==> config.mk <==
export PLATFORM = sky130hd
export DESIGN_NAME = key_conditioner
export DESIGN_NICKNAME = d
export VERILOG_FILES = /design/src/rtl/key_conditioner_pkg.sv /design/src/rtl/key_channel.sv /design/src/rtl/key_conditioner.sv
export SDC_FILE = /design/constraint.sdc
export NUM_CORES = 1
export LEC_CHECK = 0
export CORE_MARGIN = 2
export CORE_UTILIZATION = 45
export CTS_CLUSTER_SIZE = 20
export DETAILED_ROUTE_END_ITERATION = 8
export RECOVER_POWER = 25
export SETUP_SLACK_MARGIN = 0.05
export SLEW_MARGIN = 20
export SYNTH_ARGS = -nofsm -noshare
export SYNTH_HDL_FRONTEND = slang
export SYNTH_SLANG_ARGS = --single-unit
==> constraint.sdc <==
create_clock -name CLOCK -period 3.9 [get_ports CLOCK]
set_input_delay 0.78 -clock CLOCK [delete_from_list [all_inputs] [get_ports CLOCK]]
set_output_delay 0.78 -clock CLOCK [all_outputs]
set_load 0.01 [all_outputs]
==> src/rtl/key_conditioner_pkg.sv <==
`default_nettype none
// ============================================================================
//  Module      : key_cond_pkg
//  Description : Shared definitions for the key conditioner: per-key FSM
//                state encoding, default timing parameters and counter width.
//  Ports       : none (package)
//  Revision    : 1.0 - initial release
// ============================================================================
package key_cond_pkg;

  // Every counter in the block shares this width.
  localparam int unsigned C_CNT_W = 25;

  // Default timings are given in cycles of a 50 MHz clock.
  localparam int unsigned C_DEF_DEBOUNCE_CYCLES = 500_000;     // 10 ms
  localparam int unsigned C_DEF_REPEAT_DELAY    = 25_000_000;  // 500 ms
  localparam int unsigned C_DEF_REPEAT_PERIOD   = 5_000_000;   // 100 ms

  typedef logic [C_CNT_W-1:0] cnt_t;

  typedef enum logic [1:0] {
    ST_RELEASED    = 2'd0,
    ST_DEB_PRESS   = 2'd1,
    ST_PRESSED     = 2'd2,
    ST_DEB_RELEASE = 2'd3
  } key_state_e;

endpackage : key_cond_pkg
`default_nettype wire

==> src/rtl/key_channel.sv <==
`default_nettype none
// ============================================================================
//  Module      : key_channel
//  Description : Conditioning for one push button: 2-flop synchronizer,
//                debounce FSM, auto-repeat counter and registered pulses.
//  Ports       : clk_i        - system clock
//                rst_ni       - asynchronous active-low reset
//                key_ni       - raw button, active-low, asynchronous
//                repeat_en_i  - enables the auto-repeat pulse output
//                level_o      - debounced level, high while pressed
//                press_o      - one-cycle pulse on accepted press
//                release_o    - one-cycle pulse on accepted release
//                repeat_o     - one-cycle auto-repeat pulse while held
//  Revision    : 1.0 - initial release
// ============================================================================
module key_channel
  import key_cond_pkg::*;
#(
  parameter int unsigned DEBOUNCE_CYCLES = C_DEF_DEBOUNCE_CYCLES,
  parameter int unsigned REPEAT_DELAY    = C_DEF_REPEAT_DELAY,
  parameter int unsigned REPEAT_PERIOD   = C_DEF_REPEAT_PERIOD
) (
  input  logic clk_i,
  input  logic rst_ni,
  input  logic key_ni,
  input  logic repeat_en_i,
  output logic level_o,
  output logic press_o,
  output logic release_o,
  output logic repeat_o
);

  localparam cnt_t C_DEB_LAST   = cnt_t'(DEBOUNCE_CYCLES - 1);
  localparam cnt_t C_RPT_DELAY  = cnt_t'(REPEAT_DELAY);
  // After the first repeat the counter drops back by one period, so it
  // oscillates below REPEAT_DELAY instead of ever wrapping.
  localparam cnt_t C_RPT_RELOAD = cnt_t'(REPEAT_DELAY - REPEAT_PERIOD);

  logic [1:0] sync_q;
  logic       key_up;       // synchronized raw level: 1 = button up
  key_state_e state_q, state_d;
  cnt_t       deb_q, deb_d;
  cnt_t       rpt_q, rpt_d;
  cnt_t       rpt_inc;
  logic       level_d, press_d, release_d, repeat_d;
  logic       level_q, press_q, release_q, repeat_q;

  assign key_up = sync_q[1];

  always_ff @(posedge clk_i or negedge rst_ni) begin
    if (!rst_ni) begin
      sync_q    <= 2'b11;
      state_q   <= ST_RELEASED;
      deb_q     <= '0;
      rpt_q     <= '0;
      level_q   <= 1'b0;
      press_q   <= 1'b0;
      release_q <= 1'b0;
      repeat_q  <= 1'b0;
    end else begin
      sync_q    <= {sync_q[0], key_ni};
      state_q   <= state_d;
      deb_q     <= deb_d;
      rpt_q     <= rpt_d;
      level_q   <= level_d;
      press_q   <= press_d;
      release_q <= release_d;
      repeat_q  <= repeat_d;
    end
  end

  always_comb begin
    state_d   = state_q;
    deb_d     = deb_q;
    rpt_d     = rpt_q;
    rpt_inc   = rpt_q + cnt_t'(1);
    press_d   = 1'b0;
    release_d = 1'b0;
    repeat_d  = 1'b0;

    case (state_q)
      ST_RELEASED: begin
        if (!key_up) begin
          state_d = ST_DEB_PRESS;
          deb_d   = '0;
        end
      end
      ST_DEB_PRESS: begin
        if (key_up) begin
          state_d = ST_RELEASED;
        end else if (deb_q == C_DEB_LAST) begin
          state_d = ST_PRESSED;
          press_d = 1'b1;
          rpt_d   = '0;
        end else begin
          deb_d = deb_q + cnt_t'(1);
        end
      end
      ST_PRESSED: begin
        if (key_up) begin
          state_d = ST_DEB_RELEASE;
          deb_d   = '0;
        end
      end
      ST_DEB_RELEASE: begin
        if (!key_up) begin
          state_d = ST_PRESSED;
        end else if (deb_q == C_DEB_LAST) begin
          state_d   = ST_RELEASED;
          release_d = 1'b1;
        end else begin
          deb_d = deb_q + cnt_t'(1);
        end
      end
      default: begin
        state_d = ST_RELEASED;
      end
    endcase

    // Repeat counting runs only while held; on the releasing edge it halts
    // so a repeat can never share a cycle with the release pulse.
    if ((state_q == ST_PRESSED || state_q == ST_DEB_RELEASE) && !release_d) begin
      if (rpt_inc == C_RPT_DELAY) begin
        repeat_d = repeat_en_i;
        rpt_d    = C_RPT_RELOAD;
      end else begin
        rpt_d = rpt_inc;
      end
    end

    level_d = (state_d == ST_PRESSED) || (state_d == ST_DEB_RELEASE);
  end

  assign level_o   = level_q;
  assign press_o   = press_q;
  assign release_o = release_q;
  assign repeat_o  = repeat_q;

endmodule : key_channel
`default_nettype wire

==> src/rtl/key_conditioner.sv <==
`default_nettype none
// ============================================================================
//  Module      : key_conditioner
//  Description : Debounce, edge detection and auto-repeat for four
//                active-low push buttons; one independent channel per key.
//  Ports       : CLOCK       - system clock (50 MHz)
//                resetn      - asynchronous active-low reset
//                KEY[3:0]    - raw buttons, active-low, bouncing
//                repeat_en   - per-key auto-repeat enable
//                key_level   - debounced level, high while pressed
//                key_press   - one-cycle pulse on accepted press
//                key_release - one-cycle pulse on accepted release
//                key_repeat  - one-cycle auto-repeat pulse while held
//  Revision    : 1.0 - initial release
// ============================================================================
module key_conditioner
  import key_cond_pkg::*;
#(
  parameter int unsigned DEBOUNCE_CYCLES = C_DEF_DEBOUNCE_CYCLES,
  parameter int unsigned REPEAT_DELAY    = C_DEF_REPEAT_DELAY,
  parameter int unsigned REPEAT_PERIOD   = C_DEF_REPEAT_PERIOD
) (
  input  logic       CLOCK,
  input  logic       resetn,
  input  logic [3:0] KEY,
  input  logic [3:0] repeat_en,
  output logic [3:0] key_level,
  output logic [3:0] key_press,
  output logic [3:0] key_release,
  output logic [3:0] key_repeat
);

  for (genvar gi = 0; gi < 4; gi++) begin : g_key
    key_channel #(
      .DEBOUNCE_CYCLES (DEBOUNCE_CYCLES),
      .REPEAT_DELAY    (REPEAT_DELAY),
      .REPEAT_PERIOD   (REPEAT_PERIOD)
    ) u_chan (
      .clk_i       (CLOCK),
      .rst_ni      (resetn),
      .key_ni      (KEY[gi]),
      .repeat_en_i (repeat_en[gi]),
      .level_o     (key_level[gi]),
      .press_o     (key_press[gi]),
      .release_o   (key_release[gi]),
      .repeat_o    (key_repeat[gi])
    );
  end

endmodule : key_conditioner
`default_nettype wire

======== Word-level counts from Yosys, hierarchy flattened ========
Cells that the tools add are included.
word-level totals
  input port bits ......................... 10
  output and inout port bits .............. 16
  logic and storage cells ................. 224
  flip-flop bits (word level) ............. 232
cells by class
  reduce and logical (&&, ||, !) cells .... 36
  multiplexer cells ....................... 100
  $add $sub $neg .......................... 8
  eq/ne operators ......................... 48
operator list
  cell                   number
  $mux 25                40
  $pmux 25 s4            4
  $add 25x1->25 const B  8
  $eq 25x19->1 const B   4
  $eq 25x25->1 const B   4
  $mux 2                 24
  $eq 2x2->1 const B     16
  $pmux 2 s4             4
  $mux 1                 28
  $ne 2x2->1 const B     12
  $ne 2x1->1 const B     8
  $reduce_and 4->1       4
  $reduce_bool 2->1      8
  $reduce_and 3->1       4
  $eq 2x1->1 const B     4
  $logic_not 2->1        4
  $logic_or 1x1->1       8
  $logic_and 1x1->1      4
  $logic_not 1->1        4

======== Depth between registers and ports, before layout ========
  depth in word-level cells ............... 8
  depth in mapped cells ................... 10
  depth with buffers taken out ............ 9

======== By module ========
A second synthesis with hierarchy kept.
second synthesis, totals
  cells, all modules ...................... 1543
  area total of the unflattened synthesis .. 13860.8 um^2
modules (own cells, without submodules)
  module                              cells each  area each (um^2)  instances  seq. area each (um^2)
  key_channel at g_key[0].u_chan ...  387         3478.3            3          1453.9
  key_channel at g_key[3].u_chan      382         3425.8            1          1453.9

======== Worst setup path before layout ========
Ideal clock, no wire load.
  path kind ............................... flip-flop to flip-flop
  start point ............................. register g_key[1].u_chan.rpt_q[0]
  end point ............................... register g_key[1].u_chan.rpt_q[12]
  library setup time ...................... 0.136 ns
  arrival time ............................ 2.643 ns
  setup slack ............................. 1.121 ns
  cell stages (with the launch flop) ...... 9
  period minus slack after synthesis ...... 2.779 ns
  buffers on the path ..................... 0
  required time ........................... 3.764 ns
  cells stage by stage .................... dfrtp_1 -> ha_1 -> nand3_1 -> or4_1 -> or3_1 -> a221oi_1 -> nand4_2 -> o21ai_2 -> o211ai_1
on the way
  longest elaborated chain between the ends .. 4
ends and longest elaborated chain
  element                   RTL line            RTL
  start: declaration        key_channel.sv:43   cnt_t rpt_q, rpt_d;
  start signal: assignment  key_channel.sv:64   rpt_q <= rpt_d;
  $add 25x1->25 (*)         key_channel.sv:76   rpt_inc = rpt_q + cnt_t'(1);
  $eq 25x25->1              key_channel.sv:123  if (rpt_inc == C_RPT_DELAY) begin
  $mux 25 (*)               key_channel.sv:123
  $mux 25 (*)               key_channel.sv:122  if ((state_q == ST_PRESSED || state_q == ST_DEB_RELEASE) && !release_d) begin
Mark *: on every way between the ends. The rest lies on a longest branch, timed or not.
A chain may end at the register's enable or synchronous reset.

======== Final worst setup path ========
  start point ............................. register g_key[0].u_chan.rpt_q[0]
  end point ............................... register g_key[0].u_chan.rpt_q[6]
on the way
  longest elaborated chain between the ends .. 4
ends and longest elaborated chain
  element                   RTL line
  start: declaration        key_channel.sv:43
  start signal: assignment  key_channel.sv:64
  $add 25x1->25 (*)         key_channel.sv:76
  $eq 25x25->1              key_channel.sv:123
  $mux 25 (*)               key_channel.sv:123
  $mux 25 (*)               key_channel.sv:122
Marks and branches as above.

==> reports/metrics.yaml <==
pwr:
  p_sw_share_pct: 20.97
  p_leak_nw: 6.358
  irDropWorstVdd_uv: 401.7
  power.internal_mw: 4.429
  power_density_nw_per_um2: 365.5
  combPwrFrac_pct: 2.3
  seq_power_share_pct: 43.9
  p_switching_mw: 1.175
  clockPowerShare_pct: 53.8
grt:
  grt_max_degree: 110
  grt_usage_pct: 20.47
  grt-ovfl-total: 0
  first_global_vias: 11050
  antenna_found_initial: 0
  grt_pass1_wl_microns: 54920
synthesis:
  synthCells: 1610
  syn-num-nets: 1628
  ys_async_sr_fraction_pct: 100.0
  syn-cell-area_sq_um: 13760
  synth.avg_cell_area_sq_um: 8.549
  ys_ff_latch: 232
  yosysWarnings: 0
  synth_edf_count: 0
  yosys_most_used_dff: "dfrtp_1"
  synth.distinct_cells: 83
  ys_seq_area_share_pct: 42.25
final_layout:
  diodes: 0
  final_common_cell: "dfrtp_1"
  layout.nets: 1603
  instances_no_fill: 2004
  drive_above_1_share_pct: 6.841
  fin_area_sq_um: 15330
  final_cell_mix: "dfrtp_1 (224), nor2_1 (167), nand2_1 (166)"
  syn2layout_area_growth_pct: 11.42
clock_network:
  ctsRootBufferMaster: "clkbuf_16"
  clk_pin_slew_ns: 0.06
  cts_made_buffers: 29
  cts_tree: "built"
  htreeDepth: 1
  cts_sinks: 232
  post_cts_buffers: 0
  clk_path_buf_depth: 3
  hold_buffers: 0
  ctsResizeCount: 0
  worstSkewPairLatency_ns: 0.56
setup_path:
  endpoint_kind: "register"
  crit_type: "reg2reg"
  cp_num_buf_inv: 0
  slowest_delay_ns: 0.57
  arrival_ns: 3.65
  worst_path_max_delay_cell: "or4_1"
  start_kind: "register"
  reg2reg_slack_ns: 0.68
  cp.required_ns: 4.34
  crit_family: "simple AND/OR/NAND/NOR gates"
  path_cells: "ha_1 > nand2_1 > or4_1 > a211oi_1 > o22ai_1 > nor4b_4 > nor2_2 > a221o_1"
  crit_path_max_fanout: 9
sta:
  rsz0062_at_grt: "no"
  worstMarginPinSlew_ns: 2.865
  post-route-period-util_pct: 82.46
  worst_slack_ns: 0.6842
  maxSlewViolCount: 107
  period_needed_ns: 3.216
  slew-limit-headroom_pct: -91.03
  max_freq_mhz: 311.0
  fin_skew_ns: 0.02394
  hold_violations: 0
  setup_violations: 0
  tns_ns: 0
status:
  status: "finished, violations left"
  failed_checks: "max-capacitance violations, max-slew violations"
drt:
  drt-pass1-iter-count: 5
  wl_microns: 32150
  route.met2.wl_microns: 14680
  via_per_inst: 5.894
  ant_nets: 0
  initialDrtViolationCount: 923
  wl_met1_microns: 15480
  top_layer_used: "met4"
  vias: 11810
  wire_per_inst_microns: 16.04
  remaining_drc_errors: 0
  wl_met3_microns: 1271
placement:
  port_buffers: 25
  place_ws_ns: 0.7203
  dp_hpwl_microns: 21430
  place_area_sq_um: 14250
  dpl.cell_count: 1950
  gp_congestion: 0.9477
floorplanning:
  initial_core_util_pct: 45.35
  core-area_sq_um: 30350
  design.die.area_sq_um: 32000
  die_y_microns: 178.9
  pin_count: 26
  num_rows: 64
  die_w_microns: 178.9
flow_run:
  cap_violations: 1
hold_path:
  hold_path.class: "reg2reg"
==> routing by layer <==
| layer | track usage [%] | up-vias |
|---|---|---|
| met2 | 32.98 | 234 |
| met1 | 29.15 | 5692 |
| met3 | 2.629 | 46 |
| li1 | - | 5840 |
| met4 | 5.183 | 0 |
| met5 | 0 | - |
==> Yosys cell counts (all sizes together), types with 18 or more instances <==
| library cell | n | area [sq um] |
|---|---|---|
| a21oi | 54 | 270.3 |
| inv | 45 | 168.9 |
| buf | 34 | 210.2 |
| a31oi | 18 | 112.6 |
| xnor2 | 38 | 332.8 |
| xor2 | 47 | 411.6 |
| clkbuf | 66 | 249.0 |
| o21ai | 101 | 509.2 |
| or3 | 39 | 244.0 |
| nand4 | 44 | 294.0 |
| nand3 | 129 | 655.6 |
| nor4 | 43 | 296.5 |
| nor2 | 169 | 636.9 |
| o31ai | 22 | 165.2 |
| dfrtp | 224 | 5605 |
| nor3 | 49 | 255.3 |
| nand2 | 166 | 623.1 |
| and3 | 59 | 369.1 |
==> per-stage QoR <==
stage | hold slack [ns] | util, % | total power, mW
after CTS | 0.3323 | 50.56 | 5.705
after floorplan | 0.3452 | - | 2.552
after detailed placement | 0.3473 | 46.97 | 2.642
after global placement | 0.3475 | 46.97 | 2.639
after global routing | 0.3644 | 50.53 | 5.818
final | 0.3548 | 50.53 | 5.604
==> layout make-up <==
type | instances | area, sq um
multi-input cells | 1233 | 7340
inverters | 45 | 168.9
flip-flops and latches | 232 | 5816
well taps | 396 | 495.5
clock inverters | 14 | 252.7
fillers | 2839 | 15010
repair buffers | 44 | 425.4
clock buffers | 40 | 837.1
==> logic make-up after synthesis <==
kind of cell | Yosys count | share of synthesized area (%)
AO/OA/AOI/OAI | 311 | 14.83
XOR/XNOR | 85 | 5.409
adder cells (fa/ha/maj) | 8 | 0.7273
buffers and inverters | 145 | 4.564
flip-flops | 232 | 42.25
multiplexers | 7 | 0.5182
AND/OR/NAND/NOR | 822 | 31.70
==> registers in the layout, summed over array words and instances, names as in the netlist <==
signal	cells
g_key.u_chan.release_o	4
g_key.u_chan.deb_q	100
g_key.u_chan.repeat_o	4
g_key.u_chan.state_q	8
g_key.u_chan.press_o	4
g_key.u_chan.rpt_q	100
g_key.u_chan.level_o	4
g_key.u_chan.sync_q	8
==> final timing paths <==
check / start / end / cells past startpoint
max: g_key[0].u_chan.rpt_q[0]$_DFFE_PN0P_ / g_key[0].u_chan.rpt_q[6]$_DFFE_PN0P_ / 8
min: g_key[3].u_chan.sync_q[0]$_DFF_PN1_ / g_key[3].u_chan.sync_q[1]$_DFF_PN1_ / 0
max reg2reg: g_key[0].u_chan.rpt_q[0]$_DFFE_PN0P_ / g_key[0].u_chan.rpt_q[6]$_DFFE_PN0P_ / 8
min reg2reg: g_key[3].u_chan.sync_q[0]$_DFF_PN1_ / g_key[3].u_chan.sync_q[1]$_DFF_PN1_ / 0
max in group asynchronous: resetn / g_key[3].u_chan.rpt_q[10]$_DFFE_PN0P_ / 1
min in group asynchronous: resetn / g_key[1].u_chan.rpt_q[23]$_DFFE_PN0P_ / 1
==> power groups by stage <==
stage / clock network (mW) / logic, mW / registers [mW]
5_1_grt: 3.20 / 0.153 / 2.47
4_1_cts: 3.11 / 0.137 / 2.46
3_5_place_dp: 0 / 0.136 / 2.51
2_1_floorplan: 0 / 0.0528 / 2.50
3_3_place_gp: 0 / 0.134 / 2.51
6_report: 3.01 / 0.128 / 2.46
Power figures use the tool's default switching activity.
==> edit 1, RTL diff (config.mk and constraints unchanged) <==
The 4 states of `key_state_e` get a one-hot encoding in 4 bits.
--- a/src/rtl/key_conditioner_pkg.sv
+++ b/src/rtl/key_conditioner_pkg.sv
@@ -20,7 +20,7 @@
 
-  typedef enum logic [1:0] {
-    ST_RELEASED    = 2'd0,
-    ST_DEB_PRESS   = 2'd1,
-    ST_PRESSED     = 2'd2,
-    ST_DEB_RELEASE = 2'd3
+  typedef enum logic [3:0] {
+    ST_RELEASED    = 4'b0001,
+    ST_DEB_PRESS   = 4'b0010,
+    ST_PRESSED     = 4'b0100,
+    ST_DEB_RELEASE = 4'b1000
   } key_state_e;
Formal check against the unedited RTL: no difference found for any inputs over 4 cycles, from zero or initial values and one cycle with resetn low; so few cycles prove little.
==> edit 1 against the original RTL <==
  * Sequential cell count grew 8
  * Synthesized area rose by 5.1%
  * Routed wire length increased by 4.4%
  * Design area grew 3.2%
  * Count of clock-buffer cells in the layout shrank 3
  * Worst setup slack got worse by 0.10 ns
  * Hold slack worse by 0.011 ns
  * The run still ends with capacitance limit, slew limit left
Power is not compared: it rests on default switching activity, and its combinational part moved more than twofold at a synthesized area within 25%.
==> edit 1: results (changes against the original RTL) <==
| Metric | Value |
|---|---|
| CP arrival | 3.76 ns (+0.11 ns) |
| Post-synthesis xor/xnor area fraction | 4.66% (-0.75 points) |
| # resized after CTS | 0 (unchanged) |
| Synthesized Nets | 1696 (+4.2%) |
| Slew Limit Fails | 81 (-24%) |
| Hold Path Depth | 0 (unchanged) |
| RD Place Congestion | 0.858 (-9.5%) |
| Synth Area in Compound Gates | 17.3% (+2.5 points) |
| Cells after DPL | 2011 (+3.1%) |
| Post-DP HPWL | 22.4 mm (+4.4%) |
| Top flop regs | g_key.u_chan.deb_q x100, g_key.u_chan.rpt_q x100, g_key.u_chan.state_q x16 |
| Root Buffer | clkbuf_16 |
| First-pass GRT wire length | 58.1 mm (+5.7%) |
| Clock-pin slew on the worst setup and hold paths | 0.06 ns (about the same) |
| Met2 WL post-DR | 15.1 mm (+3.0%) |
| Synth Area in Adders | 0.692% (-0.035 points) |
| CP max FO | 18 (+9) |
| Largest net degree at the start of global routing | 82 (-25%) |
| Iter 0 DRT Violations | 650 (-30%) |
| Total GRT Usage | 20.4% (-0.096 points) |
| Setup Skew | 0.0197 ns (-0.00424 ns) |
| CP max stage cell | o21ai_2 |
| WL final | 33.6 mm (+4.4%) |
| Post-Syn Area per Cell | 8.62 sq um (+0.87%) |
| M1 WL | 16.8 mm (+8.7%) |
| Initial antenna violation count | 0 (unchanged) |
| WL/cell | 16.2 microns (+1.3%) |
| Leakage | 6.61 nW |
| Grt met3 use | 2.54% (-0.088 points) |
| Clk_lat worst skew | 0.56 ns (about the same) |
| Failing checks | capacitance limit, slew limit |
| Post-CTS Setup Repair Bufs | 0 (unchanged) |
| FF-to-FF path depth | 9 (+1) |
| Warnings, synthesis | 0 (unchanged) |
| Vias per cell | 5.92 (+0.51%) |
| Total of max-cap violations | 1 (unchanged) |
| Setup slack at placement | 0.577 ns (-0.143 ns) |
| N_diodes | 0 (unchanged) |
| Post-synthesis sequential area ratio | 41.6% (-0.64 points) |
| Unique masters post-synth | 81 (-2.4%) |
| Post-synthesis async set-or-reset flop share | 100% (unchanged) |
| Max incr delay on CP | 0.60 ns (+0.03 ns) |
| Htree depth | 1 (unchanged) |
| Die width | 183 microns (+2.5%) |
| CP delay by family, top | simple AND/OR/NAND/NOR gates |
| Synth area leaders | dfrtp_1, o21ai_0, nor2_1 |
| Placed Area | 0.0149 sq mm (+4.6%) |
| Share of cells above drive strength 1 | 8.30% (+1.5 points) |
| Top sig layer | met4 |
| Worst slew margin | -45.6% (+45 points) |
| Met3 wire length | 1.02 mm (-20%) |
| Outcome | complete, but fails checks |
| Synth cell count leaders | dfrtp_1, nor2_1, o21ai_0 |
| Met1 usage | 29.3% (+0.11 points) |
| Worst hold-check path type | reg2reg |
| Post-synthesis mux area share | 1.37% (+0.86 points) |
| Met2 usage | 32.8% (-0.22 points) |
==> edit 1: changes by cell type after synthesis, sizes merged, moves of 10 or more <==
cell,delta
clkbuf,+13
xnor2,-14
nor3,+14
o21ai,+48
o2111ai,+16
nor4,-13
nand3,-43
a21oi,+22
o211ai,+15
nor2b,+14
and3,-10
nand2,-36
==> edit 1: final timing paths <==
kind / to / from / slack, ns
setup / recovery: g_key[0].u_chan.rpt_q[18]$_DFFE_PN0P_ / g_key[0].u_chan.rpt_q[0]$_DFFE_PN0P_ / 0.58
hold / removal: g_key[1].u_chan.sync_q[1]$_DFF_PN1_ / g_key[1].u_chan.sync_q[0]$_DFF_PN1_ / 0.34
setup reg to reg: g_key[0].u_chan.rpt_q[18]$_DFFE_PN0P_ / g_key[0].u_chan.rpt_q[0]$_DFFE_PN0P_ / 0.58
hold reg to reg: g_key[1].u_chan.sync_q[1]$_DFF_PN1_ / g_key[1].u_chan.sync_q[0]$_DFF_PN1_ / 0.34
max in group asynchronous: g_key[1].u_chan.state_q[1]$_DFF_PN0_ / resetn / 0.87
min in group asynchronous: g_key[0].u_chan.rpt_q[8]$_DFFE_PN0P_ / resetn / 0.82
==> edit 1: final cells by class <==
type / count / area (sq um)
clock buffers: 37 / 806
flip-flops and latches: 240 / 6020
repair buffers: 51 / 453
fillers: 3023 / 15800
multi-input cells: 1267 / 7720
clock inverters: 17 / 126
well taps: 402 / 503
inverters: 51 / 191
==> edit 1: where the power goes <==
part / total [mW] / internal [mW] / switching, mW
combinational: 0.335 / 0.109 / 0.226
clock: 2.61 / 1.52 / 1.09
sequential: 2.61 / 2.54 / 0.0715
==> edit 2, RTL diff (same settings) <==
Made on the original files. Set the package constant `C_CNT_W` to 21 (it was 25).
--- a/src/rtl/key_conditioner_pkg.sv
+++ b/src/rtl/key_conditioner_pkg.sv
@@ -11,3 +11,3 @@
   // Every counter in the block shares this width.
-  localparam int unsigned C_CNT_W = 25;
+  localparam int unsigned C_CNT_W = 21;
 
Behaviour: no difference found for any inputs over 4 cycles, from zero or initial values and one cycle with resetn low; that may be too few to reach the edited logic, so the function may still have changed.
==> edit 2 against the original RTL <==
  * The flow still finishes with violations (capacitance limit, slew limit)
  * Synthesized area shrank 16%
  * Die area shrank 15%
  * Largest power group is now registers
  * Total power shrank 27%
  * Routed wire length shrank 26%
  * Worst setup slack gained 0.22 ns
  * Sequential cell count shrank 32
  * Design area shrank 18%
  * Sequential power shrank 14%
==> edit 2: results (changes against the original RTL) <==
| Metric | Value |
|---|---|
| Inverters excl. clock | 44 (-2.2%) |
| Vias per cell | 5.65 (-4.1%) |
| Buffer share of cell area | 2.88% (+0.10 points) |
| Max incr delay on CP | 0.67 ns (+0.10 ns) |
| Share of cells above drive strength 1 | 7.88% (+1.0 points) |
| R2R Setup Slk | 0.90 ns (+0.22 ns) |
| Vias | 9182 (-22%) |
| CP max stage cell | nor4_4 |
| Outcome | complete, but fails checks |
| WL/cell | 14.6 microns (-8.9%) |
| Sequential share of cell area | 40.0% (+2.1 points) |
| Failing checks | capacitance limit, slew limit |
| Leakage | 5.29 nW (-17%) |
| Vias in the first global route | 8670 (-22%) |
| Setup slack at placement | 0.959 ns (+0.239 ns) |
| Total of max-cap violations | 1 (unchanged) |
| Drt pass-1 iters | 4 (-1) |
| Top flop regs | g_key.u_chan.deb_q x84, g_key.u_chan.rpt_q x84 |
| Logic power comb | 108 uW (-16%) |
| Slew @ Worst Pin | 1.89 ns (-0.977 ns) |
| Post-synthesis sequential area ratio | 43.1% (+0.89 points) |
| Slew Limit Fails | 75 (-30%) |
| Int Pwr | 3.23 mW (-27%) |
| P&R area growth vs syn | 7.75% |
| Final min period | 3.00 ns (-0.220 ns) |
| Worst setup endpoint | g_key[0].u_chan.rpt_q[9]$_DFFE_PN0P_ |
| Number of synthesized register bits | 200 (-14%) |
| CP arrival | 3.31 ns (-0.34 ns) |
| Largest net degree at the start of global routing | 95 (-14%) |
| Multi-input gate count | 979 (-21%) |
| Iter 0 DRT Violations | 703 (-24%) |
| Htree depth | 4 (+3) |
| Total power divided by cell area | 328 mW/mm^2 (-10%) |
==> edit 2: cell count changes after synthesis, sizes merged, moves of 10 or more <==
| cell | unedited run | this run |
|---|---|---|
| xor2 | 47 | 57 |
| dfrtp | 224 | 192 |
| o21ai | 101 | 80 |
| o211ai | 17 | 3 |
| buf | 34 | 44 |
| nor2 | 169 | 153 |
| nand2 | 166 | 130 |
| nand3 | 129 | 99 |
| a21oi | 54 | 23 |
| and3 | 59 | 36 |
| or3 | 39 | 22 |
| clkbuf | 66 | 40 |
==> edit 2: kinds of logic after synthesis <==
kind of cell / synth area share [%]
DFF: 43.1
adders and majority gates: 0.861
buffers and inverters: 5.74
and+or+nand+nor: 30.7
xor gates and xnor gates: 6.93
AOI/OAI and AO/OA: 12.3
muxes: 0.355
==> edit 2: layer usage <==
metal / GRT usage [%] / vias up / share of wire, %
li1: - / 4626 / -
met1: 27.3 / 4369 / 50
met2: 28.4 / 163 / 45
met3: 2.61 / 24 / 3.3
met4: 5.65 / 0 / 1.5
met5: 0 / - / 0
